--- src/rtl/sclk_mon_pkg.sv ---
// Shared types and helpers for the slow-clock monitor: FSM state encoding
// and the half-period tolerance window compare.
package sclk_mon_pkg;

  typedef enum logic [1:0] {
    IDLE    = 2'd0,
    ACQUIRE = 2'd1,
    LOCKED  = 2'd2,
    LOST    = 2'd3
  } sclk_state_t;

  localparam int GOOD_CNT_W = 4;

  // Unsigned window test; a tolerance wider than the centre clamps the floor to 0.
  function automatic logic in_window(input logic [63:0] cnt,
                                     input logic [63:0] center,
                                     input logic [63:0] tol);
    logic [63:0] lo;
    lo = (tol > center) ? 64'd0 : center - tol;
    return (cnt >= lo) && (cnt <= center + tol);
  endfunction

endpackage

--- src/rtl/sync_edge_detect.sv ---
// Three-flop synchronizer for a slow asynchronous clock; o_edge pulses for
// one clk cycle on either polarity of the synchronized transition.
module sync_edge_detect (
  input  logic clk,
  input  logic reset,
  input  logic i_async,
  output logic o_edge
);

  logic r_sync_p0;
  logic r_sync_p1;
  logic r_sync_p2;

  always_ff @(posedge clk or negedge reset) begin
    if (!reset) begin
      r_sync_p0 <= 1'b0;
      r_sync_p1 <= 1'b0;
      r_sync_p2 <= 1'b0;
    end else begin
      r_sync_p0 <= i_async;
      r_sync_p1 <= r_sync_p0;
      r_sync_p2 <= r_sync_p1;
    end
  end

  assign o_edge = r_sync_p1 ^ r_sync_p2;

endmodule

--- src/rtl/sclk_monitor.sv ---
// Qualifies a divided slow clock: measures half-periods, locks after a run of
// in-tolerance edges, raises a sticky lost alarm. Optional min/max statistics
// are enabled by defining SCLK_MON_STATS_EN.
module sclk_monitor
  import sclk_mon_pkg::*;
#(
  parameter int HALF_PERIOD = 5000001,
  parameter int TOL         = 2,
  parameter int LOCK_COUNT  = 4,
  parameter int CNT_W       = 32
) (
  input  logic             clk,
  input  logic             reset,
  input  logic             sclk_in,
  input  logic             clr_lost,
  output logic             locked,
  output logic             lost,
  output logic             meas_valid,
  output logic [CNT_W-1:0] half_period
`ifdef SCLK_MON_STATS_EN
  ,
  output logic [CNT_W-1:0] min_half,
  output logic [CNT_W-1:0] max_half
`endif
);

  localparam logic [CNT_W-1:0]      LIMIT   = CNT_W'(HALF_PERIOD + TOL + 1);
  localparam logic [CNT_W-1:0]      CNT_MAX = '1;
  localparam logic [GOOD_CNT_W-1:0] LOCK_N  = GOOD_CNT_W'(LOCK_COUNT);

  logic                  w_edge;
  logic                  w_good;
  logic                  w_timeout;
  logic                  w_clear;
  logic                  w_measure;
  logic [CNT_W-1:0]      r_cnt;
  logic [GOOD_CNT_W-1:0] r_good_cnt;
  sclk_state_t           r_state;

  sync_edge_detect u_sync (
    .clk     (clk),
    .reset   (reset),
    .i_async (sclk_in),
    .o_edge  (w_edge)
  );

  assign w_good    = in_window(64'(r_cnt), 64'(HALF_PERIOD), 64'(TOL));
  assign w_timeout = !w_edge && (r_cnt == LIMIT);
  assign w_clear   = (r_state == LOST) && clr_lost;
  // The first edge out of IDLE only opens a window; a clear beats a same-cycle edge.
  assign w_measure = w_edge && (r_state != IDLE) && !w_clear;

  always_ff @(posedge clk or negedge reset) begin
    if (!reset) begin
      r_cnt <= '0;
    end else if (w_edge) begin
      r_cnt <= CNT_W'(1);
    end else if (r_cnt != CNT_MAX) begin
      r_cnt <= r_cnt + 1'b1;
    end
  end

  always_ff @(posedge clk or negedge reset) begin
    if (!reset) begin
      half_period <= '0;
      meas_valid  <= 1'b0;
    end else begin
      meas_valid <= w_measure;
      if (w_measure) half_period <= r_cnt;
    end
  end

  always_ff @(posedge clk or negedge reset) begin
    if (!reset) begin
      r_state    <= IDLE;
      r_good_cnt <= '0;
      locked     <= 1'b0;
      lost       <= 1'b0;
    end else begin
      case (r_state)
        IDLE: begin
          if (w_edge) begin
            r_state    <= ACQUIRE;
            r_good_cnt <= '0;
          end
        end
        ACQUIRE: begin
          if (w_edge) begin
            if (w_good) begin
              if (r_good_cnt + 1'b1 == LOCK_N) begin
                r_state <= LOCKED;
                locked  <= 1'b1;
              end
              r_good_cnt <= r_good_cnt + 1'b1;
            end else begin
              r_good_cnt <= '0;
            end
          end else if (w_timeout) begin
            r_state    <= IDLE;
            r_good_cnt <= '0;
          end
        end
        LOCKED: begin
          if ((w_edge && !w_good) || w_timeout) begin
            r_state <= LOST;
            locked  <= 1'b0;
            lost    <= 1'b1;
          end
        end
        LOST: begin
          if (clr_lost) begin
            r_state    <= IDLE;
            r_good_cnt <= '0;
            lost       <= 1'b0;
          end
        end
        default: begin
          r_state <= IDLE;
          locked  <= 1'b0;
          lost    <= 1'b0;
        end
      endcase
    end
  end

`ifdef SCLK_MON_STATS_EN
  always_ff @(posedge clk or negedge reset) begin
    if (!reset) begin
      min_half <= '1;
      max_half <= '0;
    end else if (w_clear) begin
      min_half <= '1;
      max_half <= '0;
    end else if (w_measure) begin
      if (r_cnt < min_half) min_half <= r_cnt;
      if (r_cnt > max_half) max_half <= r_cnt;
    end
  end
`endif

endmodule

--- config.mk ---
export PLATFORM = sky130hd
export DESIGN_NAME = sclk_monitor
export DESIGN_NICKNAME = d
export VERILOG_FILES = /design/src/rtl/sclk_mon_pkg.sv /design/src/rtl/sync_edge_detect.sv /design/src/rtl/sclk_monitor.sv
export SDC_FILE = /design/constraint.sdc
export NUM_CORES = 1
export LEC_CHECK = 0
export ABC_AREA = 1
export BUFFER_PORTS_ARGS = -buffer_cell sky130_fd_sc_hd__buf_2
export CORE_UTILIZATION = 35
export DETAILED_ROUTE_END_ITERATION = 8
export SYNTH_ARGS = -nofsm -noshare
export SYNTH_HDL_FRONTEND = slang
export SYNTH_SLANG_ARGS = --single-unit
--- constraint.sdc ---
create_clock -name clk -period 1.8 [get_ports clk]
set_input_delay 0.09 -clock clk [delete_from_list [all_inputs] [get_ports clk]]
set_output_delay 0.09 -clock clk [all_outputs]
set_load 0.01 [all_outputs]
# After elaboration in Yosys (flattened, before gate mapping)
# Cells that the tools add are included.
# classes
addsub	2
order_cmp	2
eq_ne	15
muxes	24
bitwise	1
n_reduce_logical	20
# ops
op	n
two-way mux 32 bit	2
adder 32 x 1 -> 32 bit, second input constant	1
== test 32 x 23 -> 1 bit, second input constant	1
greater-or-equal comparator 32 x 23 -> 1 bit, second input constant	1
less-or-equal comparator 32 x 23 -> 1 bit, second input constant	1
!= test 32 bit, second input constant	1
two-way mux 4 bit	5
two-way mux 2 bit	7
!= test 2 bit, second input constant	6
one-hot mux 4 bit (3 select lines)	1
!= test 3 bit, second input constant	3
one-hot mux 2 bit (4 select lines)	1
nonzero test 2 bit	4
logical AND 1 bit	6
two-way mux 1 bit	6
AND reduction 6 bit	1
AND reduction 5 bit	1
adder 4 x 1 -> 4 bit, second input constant	1
== test 2 bit, second input constant	2
== test 4 x 3 -> 1 bit, second input constant	1
one-hot mux 1 bit (2 select lines)	2
AND reduction 4 bit	1
zero test 1 bit	3
AND reduction 3 bit	1
other kinds (5)	5
# totals
ff_bits	76
inputBits	4

# Logic depth before layout (Yosys ltp)
# Gate-level depths: netlist of run 1.
# depth
depth_word	7
depth_mapped	14
mapped_depth_nobuf	14

# Modules after synthesis
# Synthesis of run 1 repeated with hierarchy kept, for this count alone.
# hier_totals
cells_unflattened	487
area_unflattened_um2	3881.2
# modules_own_cells
mod	instances	cells_each	area_per_inst_um2	seq_area_each_um2
sclk_monitor	1	479	3787.4	1826.8
sync_edge_detect	1	8	93.8	75.1

# Worst setup path after synthesis of run 1
# No wires, ideal clock.
# synth_timing
path_kind	register -> register
from	register r_cnt[0]
to	register r_state[0]
setup_ps	119
arrival_time_ps	1487
t_required_ps	1681
slack_ps	194
path_stages_with_launch	11
period_less_slack_ps	1606
path_cell_list	dfrtp_1 > ha_1 > inv_1 > nand2_1 > o21ai_0 > nand3_1 > nand2_1 > nand3_1 > nand2_1 > nand4_1 > and2_1
# synth_via
elab_chain_len	7
elab_cells_between_ends	12
cone_classes	order compare (2); eq/ne (4); reduce/logical (6)
# synth_lines
element	line_no	source
from (decl)	sclk_monitor.sv:36	logic [CNT_W-1:0] r_cnt;
from (signal assigned)	sclk_monitor.sv:59	r_cnt <= r_cnt + 1'b1;
greater-or-equal comparator 32 x 23 -> 1 bit or less-or-equal comparator 32 x 23 -> 1 bit (tied branches)	sclk_mon_pkg.sv:20	return (cnt >= lo) && (cnt <= center + tol);
logical AND 1 bit	sclk_mon_pkg.sv:20	
zero test 1 bit	sclk_monitor.sv:104	if ((w_edge && !w_good) || w_timeout) begin
logical AND 1 bit	sclk_monitor.sv:104	
logical OR 1 bit	sclk_monitor.sv:104	
!= test 2 bit (no line)	--	
AND reduction 6 bit (no line) *	--	
to (signal assigned)	sclk_monitor.sv:105	r_state <= LOST;
to (signal assigned)	sclk_monitor.sv:112	r_state <= IDLE;
to (signal assigned)	sclk_monitor.sv:118	r_state <= IDLE;
to (decl)	sclk_monitor.sv:38	sclk_state_t r_state;
# Every way passes the cells marked *; elsewhere a longest branch is shown, timed or not.
# A chain may end at the register's enable or synchronous reset.

# Worst setup path after layout of run 1
# Ends and elaborated chain as after synthesis.

==> run summary, run 1 <==
Final Cycle Share: 99.30%
crit end category: flop
# fillers: 1111
io pins: 39
share of cells above drive strength 1: 34.59%
largest family of logic cells by synthesized area: simple AND/OR/NAND/NOR gates
Max-Cap Viols: 0
Ant. Diodes: 0
I/O Buffers: 38
Vias/cell: 5.098
total gr overflow: 0
gr usage total: 20.57%
total CTS buffers: 9
final-stage net count: 587
Final setup viols: 0
CTS tree: built
cell area after synthesis: 0.003968 mm2
Die X: 108.5 um
yosys warns: 0
clk root buf: clkbuf_16
Synth Area in Adders: 0.9461%
max-slew violations: 0
status: finished clean
global-route wire length before repair: 18.27 mm
Skew-Pair Late Insertion Delay: 340 ps
Routed Antenna Nets: 0
XOR/XNOR Fraction of Synth Area: 2.460%
Max FO, Critical Path: 4
initial antenna violation count: 0
sequential-to-total area share from yosys stat: 47.93%
clock skew: 8.437 ps
drt initial violations: 217
die extent in y: 108.5 um
Synth Area in Simple Gates: 30.68%
row cnt: 38
Pwr Density: 822.5 mW/mm2
relative slew slack: 75.91%
Final Hold Vio Count: 0
Power Total: 0.004316 W
most common cell after layout, fill and taps aside: nand2_1
Routability Congestion: 0.9003
worst path required time: 2020 ps
worst-margin pin slew: 358.6 ps
P_leak: 2.469 nW
Post-Synthesis Cells: 480
Top FF cell, synth: dfrtp_1
ys async rst share: 100.0%
area grow syn2layout: 32.26%
largest net degree at the start of global routing: 57
CTS sink cnt: 76
Post-synth EDFFs: 0
f_max: 0.5595 GHz
top-area cell type share of the netlist area: 47.93%
peak supply drop: 0.0007532 V
register bit total from synthesis: 76
fraction of synthesized area in multiplexers: 0%
vias in the first global route: 3604
Worst Hold Class: in -> reg
Synth area leader: dfrtp_1
clock buffer depth: 2
CTS H-Tree Depth: 3
Hold WS: 105.5 ps
Worst setup SP type: flop
top cells by area, synth: dfrtp_1 48%, nand2_1 11%, nor2_1 4.4%
Worst Setup Path Type: reg -> reg
WP data arrival: 2010 ps
drt drc: 0
Detailed Routing Iterations Pass 1: 5
final cell count without fillers: 724
post-DP HPWL: 8.564 mm
register clock-pin slew on the reported worst setup and hold paths: 60 ps
vias: 3691
wire length per cell: 16.02 um
Final min period: 1787 ps
Cell variety after synth: 38
Post-Syn Nets: 487
full die area: 0.01177 mm2
CORE AREA: 0.01094 mm2
Post-Place Cells: 690
final WL: 11.60 mm
starting density of the core: 36.28%
commonest cells after routing, fill and taps aside: 110 x nand2_1, 71 x dfrtp_1, 53 x buf_4
synthesized area per cell: 8.266 um2
Compound-Gate Fraction of Synth Area: 11.76%
RSZ-0062 raised after global routing: yes
[repair_timing]
action / CTS / global route
cloned: 0 / 1
buffers inserted: 3 / 14
gates resized for setup: 6 / 60
hold endpoints to repair: 25 / 0
pin swaps: 2 / 26
hold buffers: 2 / 0
setup endpoints to repair: 18 / 36
[critical path, cell delays in order, from the launching register on]
cell and delay (ps):
dfrtp_1 430, ha_4 200, inv_1 70, nand2_1 50, o21ai_0 200, nand3_1 120
nand2_2 100, nand3_1 100, nand2_2 120, nand4_1 100, and2_1 180
[cell families (layout without fill, tap and decap cells)]
group | Yosys count | count (layout)
buffers and inverters | 58 | 161
AND/OR/NAND/NOR | 259 | 260
adder cells (fa/ha/maj) | 3 | 3
flip-flops | 76 | 76
AO/OA/AOI/OAI | 75 | 75
XOR/XNOR | 9 | 9
[where the power goes]
group / switching, W / internal, W / leakage, nW / total [W]
sequential: 0.0000919 / 0.00180 / 1.03 / 0.00190
combinational: 0.000543 / 0.000270 / 1.31 / 0.000813
clock: 0.000695 / 0.000912 / 0.131 / 0.00161
total: 0.00133 / 0.00299 / 2.47 / 0.00432
[layout make-up]
class	count	area, um2	area share (%)
Inverter	48	180.2	3.433
Tap cell	140	175.2	3.338
Timing Repair Buffer	98	696.9	13.28
Sequential cell	76	1908	36.36
Multi-Input combinational cell	347	2029	38.67
Clock buffer	9	225.2	4.292
Clock inverter	6	32.53	0.6199
[Yosys cell counts (2+ instances only)]
cell type,count
xnor2_1,2
nor3b_1,2
nand2_1,120
dfrtp_1,76
nor2_1,47
a211oi_2,2
o21ai_2,9
xor2_1,6
nor3_4,2
inv_2,6
nor3_1,22
buf_6,3
ha_1,3
nand4_1,12
buf_2,5
o31ai_1,5
nor2_4,2
o21ai_1,7
clkbuf_1,2
nor3_2,3
nor4_1,9
nand2_2,4
a21oi_1,12
nand3_2,4
nor2_2,5
nand3_1,23
inv_1,42
o21a_1,2
o211a_1,2
o21ai_0,33
[routing by layer]
metal  up-vias  track usage (%)  part of all wire (%)
met2       102            32.69                    46
met3        20            4.641                   5.4
met5         -                0                     0
met1      1771            27.50                    47
li1       1798                -                     -
met4         0            6.950                   1.8
[final timing paths]
| path | slack [ps] | cells past startpoint | start | end |
|---|---|---|---|---|
| hold reg to reg | 350 | 0 | u_sync.r_sync_p0$_DFF_PN0_ | u_sync.r_sync_p1$_DFF_PN0_ |
| setup reg to reg | 10 | 10 | r_cnt[0]$_DFFE_PN0P_ | r_state[0]$_DFFE_PN0P_ |
| max in group asynchronous | 1030 | 3 | reset | r_cnt[16]$_DFFE_PN0P_ |
| min in group asynchronous | 210 | 2 | reset | r_cnt[23]$_DFFE_PN0P_ |
| setup / recovery | 10 | 10 | r_cnt[0]$_DFFE_PN0P_ | r_state[0]$_DFFE_PN0P_ |
| hold / removal | 110 | 4 | clr_lost | lost$_DFFE_PN0P_ |
[per-stage QoR]
| stage | worst slack (ps) | TNS [ps] | instance area [um2] | utilization [%] |
|---|---|---|---|---|
| global route | -79.37 | -322.3 | 5248 | 47.99 |
| floorplan | 194.0 | 0 | 3968 | - |
| detailed placement | -43.47 | -152.0 | 4622 | 42.27 |
| CTS | 5.064 | 0 | 4943 | 45.21 |
| finish | 12.69 | 0 | 5248 | 47.99 |
| global placement | -52.04 | -194.9 | 4622 | 42.27 |
[sequential cells by signal, summed over array words and instances (netlist names), named ones only]
register	cells
half_period	32
u_sync.r_sync_p2	1
r_good_cnt	4
locked	1
u_sync.r_sync_p1	1
r_state	1
lost	1
meas_valid	1
r_cnt	32
u_sync.r_sync_p0	1
Power figures use the tool's default switching activity.
==> inputs of run 2 (changes only) <==
--- a/config.mk
+++ b/config.mk
@@ -6,9 +6,10 @@
 export NUM_CORES = 1
 export LEC_CHECK = 0
 export ABC_AREA = 1
-export BUFFER_PORTS_ARGS = -buffer_cell sky130_fd_sc_hd__buf_2
 export CORE_UTILIZATION = 35
 export DETAILED_ROUTE_END_ITERATION = 8
+export DONT_BUFFER_PORTS = 1
+export SETUP_SLACK_MARGIN = 0.1
 export SYNTH_ARGS = -nofsm -noshare
 export SYNTH_HDL_FRONTEND = slang
 export SYNTH_SLANG_ARGS = --single-unit
==> run summary, run 2 (synthesis gave the netlist of run 1 again) <==
status: finished, violations left
failing checks: negative hold slack
Post-CTS Hold Buffers: 2
Final setup viols: 0
crit end category: flop
Worst setup SP type: flop
peak supply drop: 0.0006639 V
Final min period: 1710 ps
worst-margin pin slew: 352.5 ps
fin area: 0.005388 mm2
Worst Hold Class: in -> async
worst path cell trace: nor2_4, buf_6, nand4_1, nor2_4, nand3_2, a21oi_4, nand4_1, and2_1
commonest cells after routing, fill and taps aside: 99 x nand2_1, 66 x dfrtp_1, 54 x buf_4
Largest regs: half_period (32), r_cnt (32), r_good_cnt (4)
Seq pwr share: 43.5%
Critical Path Stages: 8
final WL: 11.73 mm
Max-Cap Viols: 0
Vias/cell: 5.222
vias in the first global route: 3724
die extent in y: 108.5 um
worst path required time: 2040 ps
CP peak stage delay: 410 ps
RSZ-0062 raised after global routing: yes
drt drc: 0
row cnt: 38
Pint: 0.003136 W
area grow syn2layout: 35.79%
most common cell after layout, fill and taps aside: nand2_1
share of cells above drive strength 1: 38.88%
drt initial violations: 186
Die X: 108.5 um
sw power: 0.001317 W
total CTS buffers: 9
Routed Antenna Nets: 0
total gr overflow: 0
relative slew slack: 76.45%
CTS H-Tree Depth: 3
clock buffer depth: 2
Routability Congestion: 0.8848
Clock Power Share: 41.1%
register clock-pin slew on the reported worst setup and hold paths: 60 ps
critical path's slowest cell: dfrtp_1
vias: 3619
Skew-Pair Late Insertion Delay: 350 ps
max-slew violations: 0
Max FO, Critical Path: 4
CP Buf/Inv Count: 1
post-DP HPWL: 8.167 mm
full die area: 0.01177 mm2
clock skew: 10.36 ps
io pins: 39
Detailed Routing Iterations Pass 1: 5
f_max: 0.5847 GHz
Hold WS: -569.4 ps
placed cell areas: 0.004367 mm2
global-route wire length before repair: 19.15 mm
CORE AREA: 0.01094 mm2
Pwr Density: 826.4 mW/mm2
CP delay by family, top: simple AND/OR/NAND/NOR gates
initial antenna violation count: 0
starting density of the core: 36.28%
largest net degree at the start of global routing: 77
gr usage total: 21.70%
setup_tns: 0 ps
wire length per cell: 16.93 um
Final Cycle Share: 95.01%
WP data arrival: 1950 ps
Worst Setup Path Type: reg -> reg
P_leak: 2.469 nW
CTS tree: built
Final Hold Vio Count: 76
worst-case reg-to-reg path depth: 8
I/O Buffers: 0
final-stage net count: 556
CTS sink cnt: 76
Ant. Diodes: 0
Switching Share: 29.58%
clk root buf: clkbuf_16
Comb power frac: 15.4%
[run 2: changes by cell type in the layout (fill, tap and decap cells not counted), moves of 4 or more]
cell / change
o21ai_0: -8
dfrtp_1: -5
nor2_1: -5
nand2_2: +7
o21ai_2: +5
nand2_1: -11
inv_1: -5
dfrtp_2: +5
buf_2: -37
buf_6: +8
o31ai_1: -4
inv_2: +5
[run 2: timing repair]
| item | 4_1_cts | 5_1_grt |
|---|---|---|
| pin swaps | 13 | 31 |
| gates resized for setup | 43 | 102 |
| setup endpoints to repair | 37 | 39 |
| gates cloned | 0 | 1 |
| endpoints found under the hold margin | 78 | 76 |
| buffers inserted | 20 | 8 |
[run 2: stage by stage]
stage / utilization [%] / hold WS (ps) / setup slack (ps) / cells / power, W
after floorplan: - / -205.6 / 194.0 / 480 / 0.002441
after global placement: 39.93 / -203.4 / -80.41 / 647 / 0.002572
after detailed placement: 39.93 / -203.5 / -90.94 / 647 / 0.002589
after CTS: 45.61 / -568.7 / 86.09 / 684 / 0.004439
after global routing: 49.27 / -573.3 / -18.72 / 693 / 0.004641
final: 49.27 / -569.4 / 89.80 / 693 / 0.004453
[run 2: cell type report]
| class | instances | area (um2) |
|---|---|---|
| well taps | 140 | 175.2 |
| clock buffers | 10 | 239.0 |
| inverters | 48 | 180.2 |
| flip-flops and latches | 76 | 1914 |
| fillers | 1018 | 5548 |
| clock inverters | 5 | 52.55 |
| repair buffers | 68 | 569.3 |
| multi-input cells | 346 | 2257 |
[run 2: worst register-to-register path, cell delays in order, from the launching register on]
cell     delay [ps]
dfrtp_1         410
nor2_4          170
buf_6           120
nand4_1         140
nor2_4          180
nand3_2         100
a21oi_4         180
nand4_1         140
and2_1          160
[run 2: power groups by stage]
stage	combinational [W]	clock (W)	sequential (W)
finish	0.000688	0.00183	0.00194
global route	0.000767	0.00192	0.00196
CTS	0.000662	0.00184	0.00194
detailed placement	0.000629	0	0.00196
global placement	0.000618	0	0.00195
floorplan	0.000508	0	0.00193
[run 2: worst paths after layout]
check	from	end	slack, ps
worst min register to register	u_sync.r_sync_p0$_DFF_PN0_	u_sync.r_sync_p1$_DFF_PN0_	350
worst max-delay path	r_cnt[12]$_DFFE_PN0P_	r_state[0]$_DFFE_PN0P_	90
worst max register to register	r_cnt[12]$_DFFE_PN0P_	r_state[0]$_DFFE_PN0P_	90
min in group clk	clr_lost	flop	180
max in group asynchronous	reset	r_cnt[5]$_DFFE_PN0P_	2230
worst min-delay path	reset	half_period[23]$_DFFE_PN0P_	-570
[run 2: layer usage]
layer / track usage (%) / up-vias / wire length [um]
met4: 8.494 / 0 / 238
met2: 35.58 / 119 / 5621
met3: 4.702 / 18 / 679
met1: 27.75 / 1745 / 5194
li1: - / 1737 / -
met5: 0 / - / 0
